==> config.mk <==
export PLATFORM = sky130hd
export DESIGN_NAME = ternary_weight_sequencer
export DESIGN_NICKNAME = d
export VERILOG_FILES = /design/src/rtl/ternary_weight_sequencer.sv
export SDC_FILE = /design/constraint.sdc
export NUM_CORES = 1
export LEC_CHECK = 0
export CAP_MARGIN = 20
export CORE_MARGIN = 8
export CORE_UTILIZATION = 40
export CTS_CLUSTER_DIAMETER = 60
export DETAILED_ROUTE_END_ITERATION = 10
export PLACE_DENSITY_LB_ADDON = 0.2
export RECOVER_POWER = 100
export SETUP_SLACK_MARGIN = 0.3
export SLEW_MARGIN = 10
export SYNTH_ARGS = -nofsm -noshare
export SYNTH_HDL_FRONTEND = slang
export SYNTH_SLANG_ARGS = --single-unit
==> constraint.sdc <==
create_clock -name clk -period 2.3 [get_ports clk]
set_clock_uncertainty 0.1 [all_clocks]
set_input_delay 0.69 -clock clk [delete_from_list [all_inputs] [get_ports clk]]
set_output_delay 0.69 -clock clk [all_outputs]
set_load 0.05 [all_outputs]
==> src/rtl/ternary_weight_sequencer.sv <==
// Replays a bank of packed ternary weight bytes into a perceptron and tracks the argmax of its sums.
// Optional per-neuron fire mask output is enabled by defining TERNARY_FIRE_MASK_EN.
module ternary_weight_sequencer #(
  parameter int DEPTH = 4,
  parameter int AW    = $clog2(DEPTH)
) (
  input  logic          clk,
  input  logic          reset,
  input  logic          clear,
  input  logic          load_valid,
  input  logic [7:0]    load_data,
  output logic          load_ready,
  input  logic          start,
  output logic          busy,
  output logic [7:0]    weights_out,
  output logic          weights_valid,
  input  logic [3:0]    sum_in,
  output logic          done,
  output logic [AW-1:0] best_idx,
  output logic [3:0]    best_sum
`ifdef TERNARY_FIRE_MASK_EN
  ,
  output logic [DEPTH-1:0] fire_mask
`endif
);

  localparam logic [AW:0] DEPTH_C = (AW+1)'(DEPTH);

  typedef enum logic [1:0] {
    IDLE  = 2'd0,
    RUN   = 2'd1,
    DRAIN = 2'd2
  } state_e;

  state_e        state_q;
  logic [7:0]    bank_q [DEPTH];
  logic [AW:0]   count_q;
  logic [AW:0]   len_q;
  logic [AW:0]   ptr_q;
  logic [7:0]    weights_out_q;
  logic          weights_valid_q;
  logic          busy_q;
  logic          done_q;
  logic [AW-1:0] best_idx_q;
  logic [3:0]    best_sum_q;
  logic          v0_q;
  logic          v1_q;
  logic [AW-1:0] i0_q;
  logic [AW-1:0] i1_q;

  logic bank_we;
  logic start_ok;
  logic take_sample;

  assign bank_we     = (state_q == IDLE) && !clear && load_valid && (count_q < DEPTH_C);
  assign start_ok    = (state_q == IDLE) && start && (count_q != '0);
  assign take_sample = v1_q && ((i1_q == '0) || ($signed(sum_in) > $signed(best_sum_q)));

  // Gated by reset so the port reads 0 while the block is held in reset.
  assign load_ready    = !reset && (state_q == IDLE) && (count_q < DEPTH_C);
  assign busy          = busy_q;
  assign weights_out   = weights_out_q;
  assign weights_valid = weights_valid_q;
  assign done          = done_q;
  assign best_idx      = best_idx_q;
  assign best_sum      = best_sum_q;

  // NOTE: the bank has no reset; count_q=0 makes stale entries unreachable, so it can map to plain storage.
  always_ff @(posedge clk) begin
    if (bank_we) begin
      bank_q[count_q[AW-1:0]] <= load_data;
    end
  end

  // NOTE: all sequential state uses non-blocking assignments so every register sees pre-edge values.
  always_ff @(posedge clk or posedge reset) begin
    if (reset) begin
      state_q         <= IDLE;
      count_q         <= '0;
      len_q           <= '0;
      ptr_q           <= '0;
      weights_out_q   <= '0;
      weights_valid_q <= 1'b0;
      busy_q          <= 1'b0;
      done_q          <= 1'b0;
      best_idx_q      <= '0;
      best_sum_q      <= '0;
      v0_q            <= 1'b0;
      v1_q            <= 1'b0;
      i0_q            <= '0;
      i1_q            <= '0;
    end else begin
      done_q <= 1'b0;
      // The perceptron answers two edges after a weight set appears; this pair tracks which one.
      v1_q   <= v0_q;
      i1_q   <= i0_q;
      if (take_sample) begin
        best_sum_q <= sum_in;
        best_idx_q <= i1_q;
      end

      case (state_q)
        IDLE: begin
          if (clear) begin
            count_q <= '0;
          end else if (bank_we) begin
            count_q <= count_q + 1'b1;
          end
          if (start_ok) begin
            weights_out_q   <= bank_q[0];
            weights_valid_q <= 1'b1;
            busy_q          <= 1'b1;
            v0_q            <= 1'b1;
            i0_q            <= '0;
            ptr_q           <= {{AW{1'b0}}, 1'b1};
            len_q           <= count_q;
            state_q         <= RUN;
          end
        end

        RUN: begin
          if (ptr_q == len_q) begin
            weights_out_q   <= '0;
            weights_valid_q <= 1'b0;
            v0_q            <= 1'b0;
            state_q         <= DRAIN;
          end else begin
            weights_out_q <= bank_q[ptr_q[AW-1:0]];
            v0_q          <= 1'b1;
            i0_q          <= ptr_q[AW-1:0];
            ptr_q         <= ptr_q + 1'b1;
          end
        end

        DRAIN: begin
          // Only the last index is still in flight once the bank has been exhausted.
          if (v1_q) begin
            done_q  <= 1'b1;
            busy_q  <= 1'b0;
            state_q <= IDLE;
          end
        end

        default: begin
          state_q <= IDLE;
        end
      endcase
    end
  end

`ifdef TERNARY_FIRE_MASK_EN
  logic [DEPTH-1:0] fire_mask_q;

  always_ff @(posedge clk or posedge reset) begin
    if (reset) begin
      fire_mask_q <= '0;
    end else if (start_ok) begin
      fire_mask_q <= '0;
    end else if (v1_q) begin
      fire_mask_q[i1_q] <= ($signed(sum_in) > 4'sd0);
    end
  end

  assign fire_mask = fire_mask_q;
`endif

endmodule

==> results of run 1 <==
## placed cells by master (no fill, tap or decap), types with 2 or more instances in the layout
cell	n
mux4_2	8
o22ai_1	3
nor2_1	2
xnor2_1	3
a21oi_1	9
clkbuf_1	19
and2_0	5
dlygate4sd3_1	9
buf_4	9
nand3_1	15
ha_1	8
clkdlybuf4s50_1	2
a22o_1	4
mux2_2	2
clkbuf_8	9
a211o_1	6
dlygate4sd2_1	3
edfxtp_1	32
nand2_1	18
a31oi_1	14
nand2b_1	3
mux2i_1	2
buf_12	5
or2_2	2
clkinvlp_4	3
o21ai_0	4
dfrtp_2	3
o211a_1	2
dfrtp_1	31
nand4_1	6
inv_1	12
## cells by family after synthesis
family                   after synthesis  synth area share [%]
XOR/XNOR                               3                 0.889
flip-flops                            66                  61.3
multiplexers                          12                  7.54
buffers and inverters                 24                  4.15
AND/OR/NAND/NOR                       58                  10.7
AO/OA/AOI/OAI                         49                  11.6
adder cells (fa/ha/maj)                9                  3.81
## worst max-delay path: stages
cell and delay, ns:
clkdlybuf4s25_1 0.27, nor4_4 0.20, buf_12 0.18
## power groups by stage
stage / registers, mW / clock network, mW / logic [mW]
after floorplan: 2.24 / 0 / 1.47
after global placement: 1.83 / 0 / 2.57
after detailed placement: 1.83 / 0 / 2.60
after CTS: 1.81 / 0.962 / 2.68
after global routing: 1.85 / 1.02 / 2.64
final: 1.80 / 0.944 / 2.42
## flip-flops by register name (all words and copies together), names as in the netlist, 2 cells and up
register	count
state_q	2
weights_out	8
i0_q	2
count_q	3
i1_q	2
best_sum	4
bank_q	32
ptr_q	3
best_idx	2
len_q	3
## layout make-up
cell class                      instances  share of cell area (%)
Sequential cell                        66                    50.3
Multi-Input combinational cell        131                    28.4
Timing Repair Buffer                   51                    11.3
Clock buffer                            9                    3.43
Tap cell                               99                    3.43
Clock inverter                          7                    1.94
Inverter                               12                    1.25
## timing repair
action | CTS | global route
gates cloned | 1 | 0
pin swaps | 5 | 3
setup buffers | 1 | 0
setup endpoints to repair | 8 | 4
resized for setup | 11 | 9
hold endpoints to repair | 0 | 0
## worst max path at each step
stage / slack, ns / to / startpoint / cells past startpoint
3_5_place_dp: -0.16 / best_idx[1]$_DFFE_PP0P_ / sum_in[0] / 8
6_report: 0.17 / load_ready / reset / 3
5_1_grt: 0.13 / best_sum[1]$_DFFE_PP0P_ / sum_in[3] / 6
3_3_place_gp: -0.14 / best_idx[1]$_DFFE_PP0P_ / sum_in[0] / 8
4_1_cts: 0.03 / load_ready / reset / 3
2_1_floorplan: 0.29 / load_ready / reset / 1
## layer usage
layer / GRT usage, % / vias to the layer above / share of wire (%)
li1: - / 936 / -
met5: 0 / - / 0
met2: 21.4 / 38 / 48
met4: 7.22 / 0 / 2.5
met3: 4.43 / 11 / 4.8
met1: 14.6 / 968 / 44
==> impl_metrics.toml, run 1 <==
[worst_hold_path]
hold_depth = 0
hold_path_class = "reg -> reg"
hp-start = "v0_q$_DFFE_PP0P_"
holdPathEnd = "v1_q$_DFF_PP0_"

[routing]
drt-total-wl_mm = 6.06
drtAntennaViolNets = 0
vias = 1953
viasPerCell = 5.21
route.detailed.drc = 0
first_pass_iters = 4
wl_per_cell_um = 16.2
drt_iter0_drc = 63

[global_routing]
grt_pass1_wl_mm = 10.0
first_global_vias = 1967
grt_max_degree = 35
grt.overflow.total = 0
grt.total_usage_pct = 13.0
antenna_found_initial = 0

[floorplan]
core_um2 = 7210
io_pins = 35
dieArea_um2 = 10400
start_util_pct = 41.0
die_x_um = 102
row_count = 31
fp.dieH_um = 102

[cts]
root_buffer = "clkbuf_8"
hold_buffers = 0
h-tree-depth = 3
cts.sinks = 66
cts_tree = "yes"
cts.clk_slew.worst_paths_ns = 0.07
cts_made_buffers = 9
clock_latency_ns = 0.34
clk_path_buf_depth = 2

[worst_setup_path]
end_kind = "output pin"
critPathKind = "in -> out"
required_ns = 1.51
r2r_slack_ns = 0.36
start_kind = "input port"
ff2ff_path_depth = 6
rr_startpoint = "count_q[0]$_DFFE_PP0P_"
arrival_ns = 1.34
r2r_end = "weights_out[5]$_DFFE_PP0P_"
cp_max_fo = 2

[pwr]
p_int_mw = 2.95
total_power_mw = 5.17
p_sw_mw = 2.22
powerDensity_nw_per_um2 = 1430
p_leak_nw = 1.45
power.share.switching_pct = 42.9
p_clk_share_pct = 18.3
ir_worst_vdd_uv = 622
p_comb_share_pct = 46.9
power_frac_seq_pct = 34.9

[logic_synthesis]
synth_area_leaders = "edfxtp_1, dfrtp_1, mux4_2, ha_1, a31oi_1"
synth_edf_count = 32
ys_top_cells_by_count = "dfrtp_1, edfxtp_1, nand2_1"
yosysUniqueCellTypes = 42
synth_seq_area_share_pct = 61.3
synth_nets = 247
syn_area_per_cell_um2 = 13.4
synth_cells = 221
ys_warn_count = 0
synth_top_area_share_pct = 32.5
synthArstFlopShare_pct = 51.5
syn_area_um2 = 2960
ys_seq_elements = 66
synth_area_leader_cell = "edfxtp_1"
synth.most_common_cell = "dfrtp_1"
synth_top_flop_cell = "dfrtp_1"

[sta]
drv_slew = 0
fin_hold_ws_ns = 0.281
rsz0062_at_grt = "true"
fin_ws_ns = 0.166
fin_crit_ns = 2.13
finalCritPeriodShare_pct = 92.8
worst_pin_slew_ns = 0.834
finalSetupViolCount = 0
hold_violations = 0
setup_tns_ns = 0
relSlewSlack_pct = 44.4
fmax_ghz = 0.469

[final_layout]
postLayoutCoreUtil_pct = 50.1
diodes = 0
fill_cells = 672
drive_above_1_share_pct = 18.8
fin_cells = 375
register_area_um2 = 1820
finalNetCount = 297
finalInstanceArea_um2 = 3610
multi_input_area_um2 = 1020
area_growth_pct = 22.2

[place]
hpwl_mm = 4.08
place_inst = 357
place_area_um2 = 3490
port_buffers = 34
pre_cts_slack_ns = -0.165
place_congestion = 0.793

[status]
status = "completed"

[run]
max_cap_viol_count = 0
Note: power is estimated with default switching activity, not from simulation.
==> run 2, diff against run 1 <==
Settings changed: ABC_AREA set to 1, CTS_CLUSTER_DIAMETER 60 to 200, GPL_ROUTABILITY_DRIVEN set to 1.
==> impl_metrics.toml, run 2 <==
[status]
status = "completed"

[pwr]
p_int_mw = 2.10
p_sw_mw = 0.490
powerDensity_nw_per_um2 = 695
p_leak_nw = 1.70
p_clk_share_pct = 50.0
ir_worst_vdd_uv = 342
power.share.switching_pct = 18.9
power_frac_seq_pct = 47.8
p_comb_share_pct = 2.2

[final_layout]
final_common_cell = "nand2_1"
final_cell_mix = "nand2_1, nor2_1, inv_1"
area_growth_pct = 22.7
finalNetCount = 385
diodes = 0
fill_cells = 696
postLayoutCoreUtil_pct = 51.1
drive_above_1_share_pct = 12.6
largest_reg_flops = 32
multi_input_area_um2 = 1040
register_area_um2 = 1810

[routing]
drtAntennaViolNets = 0
drt_iter0_drc = 75
wl_per_cell_um = 13.3
viasPerCell = 4.70
drt-total-wl_mm = 6.14
route.detailed.drc = 0
vias = 2174
first_pass_iters = 4

[worst_setup_path]
end_kind = "output pin"
r2r_slack_ns = 0.27
critPathKind = "in -> out"
crit_slowest_cell = "clkdlybuf4s25_1"
arrival_ns = 1.33
critPathMaxStageDelay_ns = 0.27
r2r_end = "ptr_q[0]$_DFFE_PP0P_"
ff2ff_path_depth = 8
cp_max_fo = 2
start_kind = "input port"
required_ns = 1.51
rr_startpoint = "state_q[1]$_DFFE_PP0P_"
crit_chain = "clkdlybuf4s25_1, nor4_4, buf_12"

[cts]
h-tree-depth = 3
cts.clk_slew.worst_paths_ns = 0.07
clock_latency_ns = 0.34
root_buffer = "clkbuf_8"
cts_made_buffers = 9
clk_path_buf_depth = 2
hold_buffers = 0
cts.sinks = 66
cts_tree = "yes"

[logic_synthesis]
synth_edf_count = 32
yosysUniqueCellTypes = 30
synth_top_flop_cell = "dfrtp_1"
ys_warn_count = 0
synth_area_leaders = "edfxtp_1, dfrtp_1, nand2_1, nor2_1, inv_1"
synthArstFlopShare_pct = 51.5
synth_nets = 337
synth_top_area_share_pct = 31.6
synth_cells = 311
synth.most_common_cell = "nand2_1"
synth_area_leader_cell = "edfxtp_1"
ys_top_cells_by_count = "nand2_1, nor2_1, dfrtp_1"
syn_area_um2 = 3040
synth_seq_area_share_pct = 59.6
ys_seq_elements = 66
syn_area_per_cell_um2 = 9.77

[global_routing]
grt_max_degree = 35
grt_pass1_wl_mm = 10.1
grt.overflow.total = 0
grt.total_usage_pct = 12.7
first_global_vias = 2133
antenna_found_initial = 0

[run]
max_cap_viol_count = 0

[sta]
fin_hold_ws_ns = 0.283
fmax_ghz = 0.472
rsz0062_at_grt = "true"
finalSetupViolCount = 0
finalCritPeriodShare_pct = 92.2
fin_crit_ns = 2.12
relSlewSlack_pct = 41.7
drv_slew = 0
hold_violations = 0
worst_pin_slew_ns = 0.874

[place]
port_buffers = 34
place_congestion = 0.780
hpwl_mm = 4.10

[floorplan]
die_x_um = 103
fp.dieH_um = 103
start_util_pct = 41.7
row_count = 31
io_pins = 35
core_um2 = 7290
dieArea_um2 = 10600

[worst_hold_path]
holdPathEnd = "i1_q[1]$_DFF_PP0_"
hold_path_class = "reg -> reg"
hp-start = "i0_q[1]$_DFFE_PP0P_"
hold_depth = 0
[run 2: changes by cell type after synthesis, sizes merged, moves of 3 or more]
| cell | change |
|---|---|
| buf | +3 |
| o21ai | +9 |
| nand2 | +57 |
| nand2b | -4 |
| mux4 | -8 |
| clkbuf | -3 |
| a211o | -6 |
| a31oi | -14 |
| nor2 | +48 |
| and2 | -5 |
| nand3 | +9 |
| a22o | -4 |
| inv | +23 |
[run 2: what timing repair did]
| item | CTS | global route |
|---|---|---|
| resized for setup | 3 | 12 |
| setup buffers | 0 | 2 |
| pin swaps | 1 | 6 |
| endpoints found under the setup margin | 3 | 8 |
[run 2: power groups by stage]
stage | registers (mW) | clock network, mW | logic, mW
after floorplan | 1.26 | 0 | 0.0169
after global placement | 1.26 | 0 | 0.0591
after detailed placement | 1.26 | 0 | 0.0597
after CTS | 1.24 | 1.31 | 0.0592
after global routing | 1.24 | 1.36 | 0.0651
final | 1.24 | 1.30 | 0.0566
[run 2: kinds of logic (layout without fill, tap and decap cells)]
group                    after synthesis  count (layout)  synth area share [%]
flip-flops                            66              66                  59.6
buffers and inverters                 47             100                  7.25
AO/OA/AOI/OAI                         27              27                  5.02
XOR/XNOR                               4               4                  1.77
adder cells (fa/ha/maj)                9               9                  3.71
AND/OR/NAND/NOR                      158             158                  22.6
[run 2: area by class of cell]
cell class / instances / area share [%]
clock buffers: 10 / 3.42
repair buffers: 49 / 9.43
well taps: 99 / 3.32
clock inverters: 6 / 3.69
inverters: 35 / 3.52
flip-flops and latches: 66 / 48.7
multi-input cells: 198 / 27.9
[run 2: critical path, delay by kind of cell]
kind                   cells  cell delay, ns
buffers and inverters      2            0.45
and+or+nand+nor            1            0.19
[run 2: worst max-delay path by stage]
| stage | start | to | slack (ns) | cells past startpoint |
|---|---|---|---|---|
| CTS | reset | load_ready | 0.05 | 3 |
| finish | reset | load_ready | 0.18 | 3 |
| global route | clear | bank_q[0][5]$_DFFE_PP_ | 0.10 | 5 |
| floorplan | reset | load_ready | 0.29 | 1 |
| detailed placement | sum_in[0] | best_sum[3]$_DFFE_PP0P_ | -0.06 | 11 |
| global placement | sum_in[0] | best_idx[1]$_DFFE_PP0P_ | -0.03 | 11 |
[run 2: metal layers]
layer | vias up | share of wire (%) | wire (µm) | global-route usage, %
li1 | 1102 | - | - | -
met1 | 1022 | 44 | 2730 | 14.5
met2 | 41 | 49 | 3020 | 21.5
met3 | 9 | 4.6 | 285 | 3.31
met4 | 0 | 1.6 | 96 | 6.12
met5 | - | 0 | 0 | 0
[run 2: through the flow]
step / setup TNS, ns / area, µm² / setup slack, ns / cells / power, mW
2_1_floorplan: 0 / 3050 / 0.291 / 311 / 1.28
3_3_place_gp: -0.147 / 3500 / -0.0272 / 445 / 1.32
3_5_place_dp: -0.268 / 3500 / -0.0635 / 445 / 1.32
4_1_cts: 0 / 3760 / 0.0482 / 461 / 2.61
5_1_grt: 0 / 3730 / 0.103 / 463 / 2.67
6_report: 0 / 3730 / 0.180 / 463 / 2.59
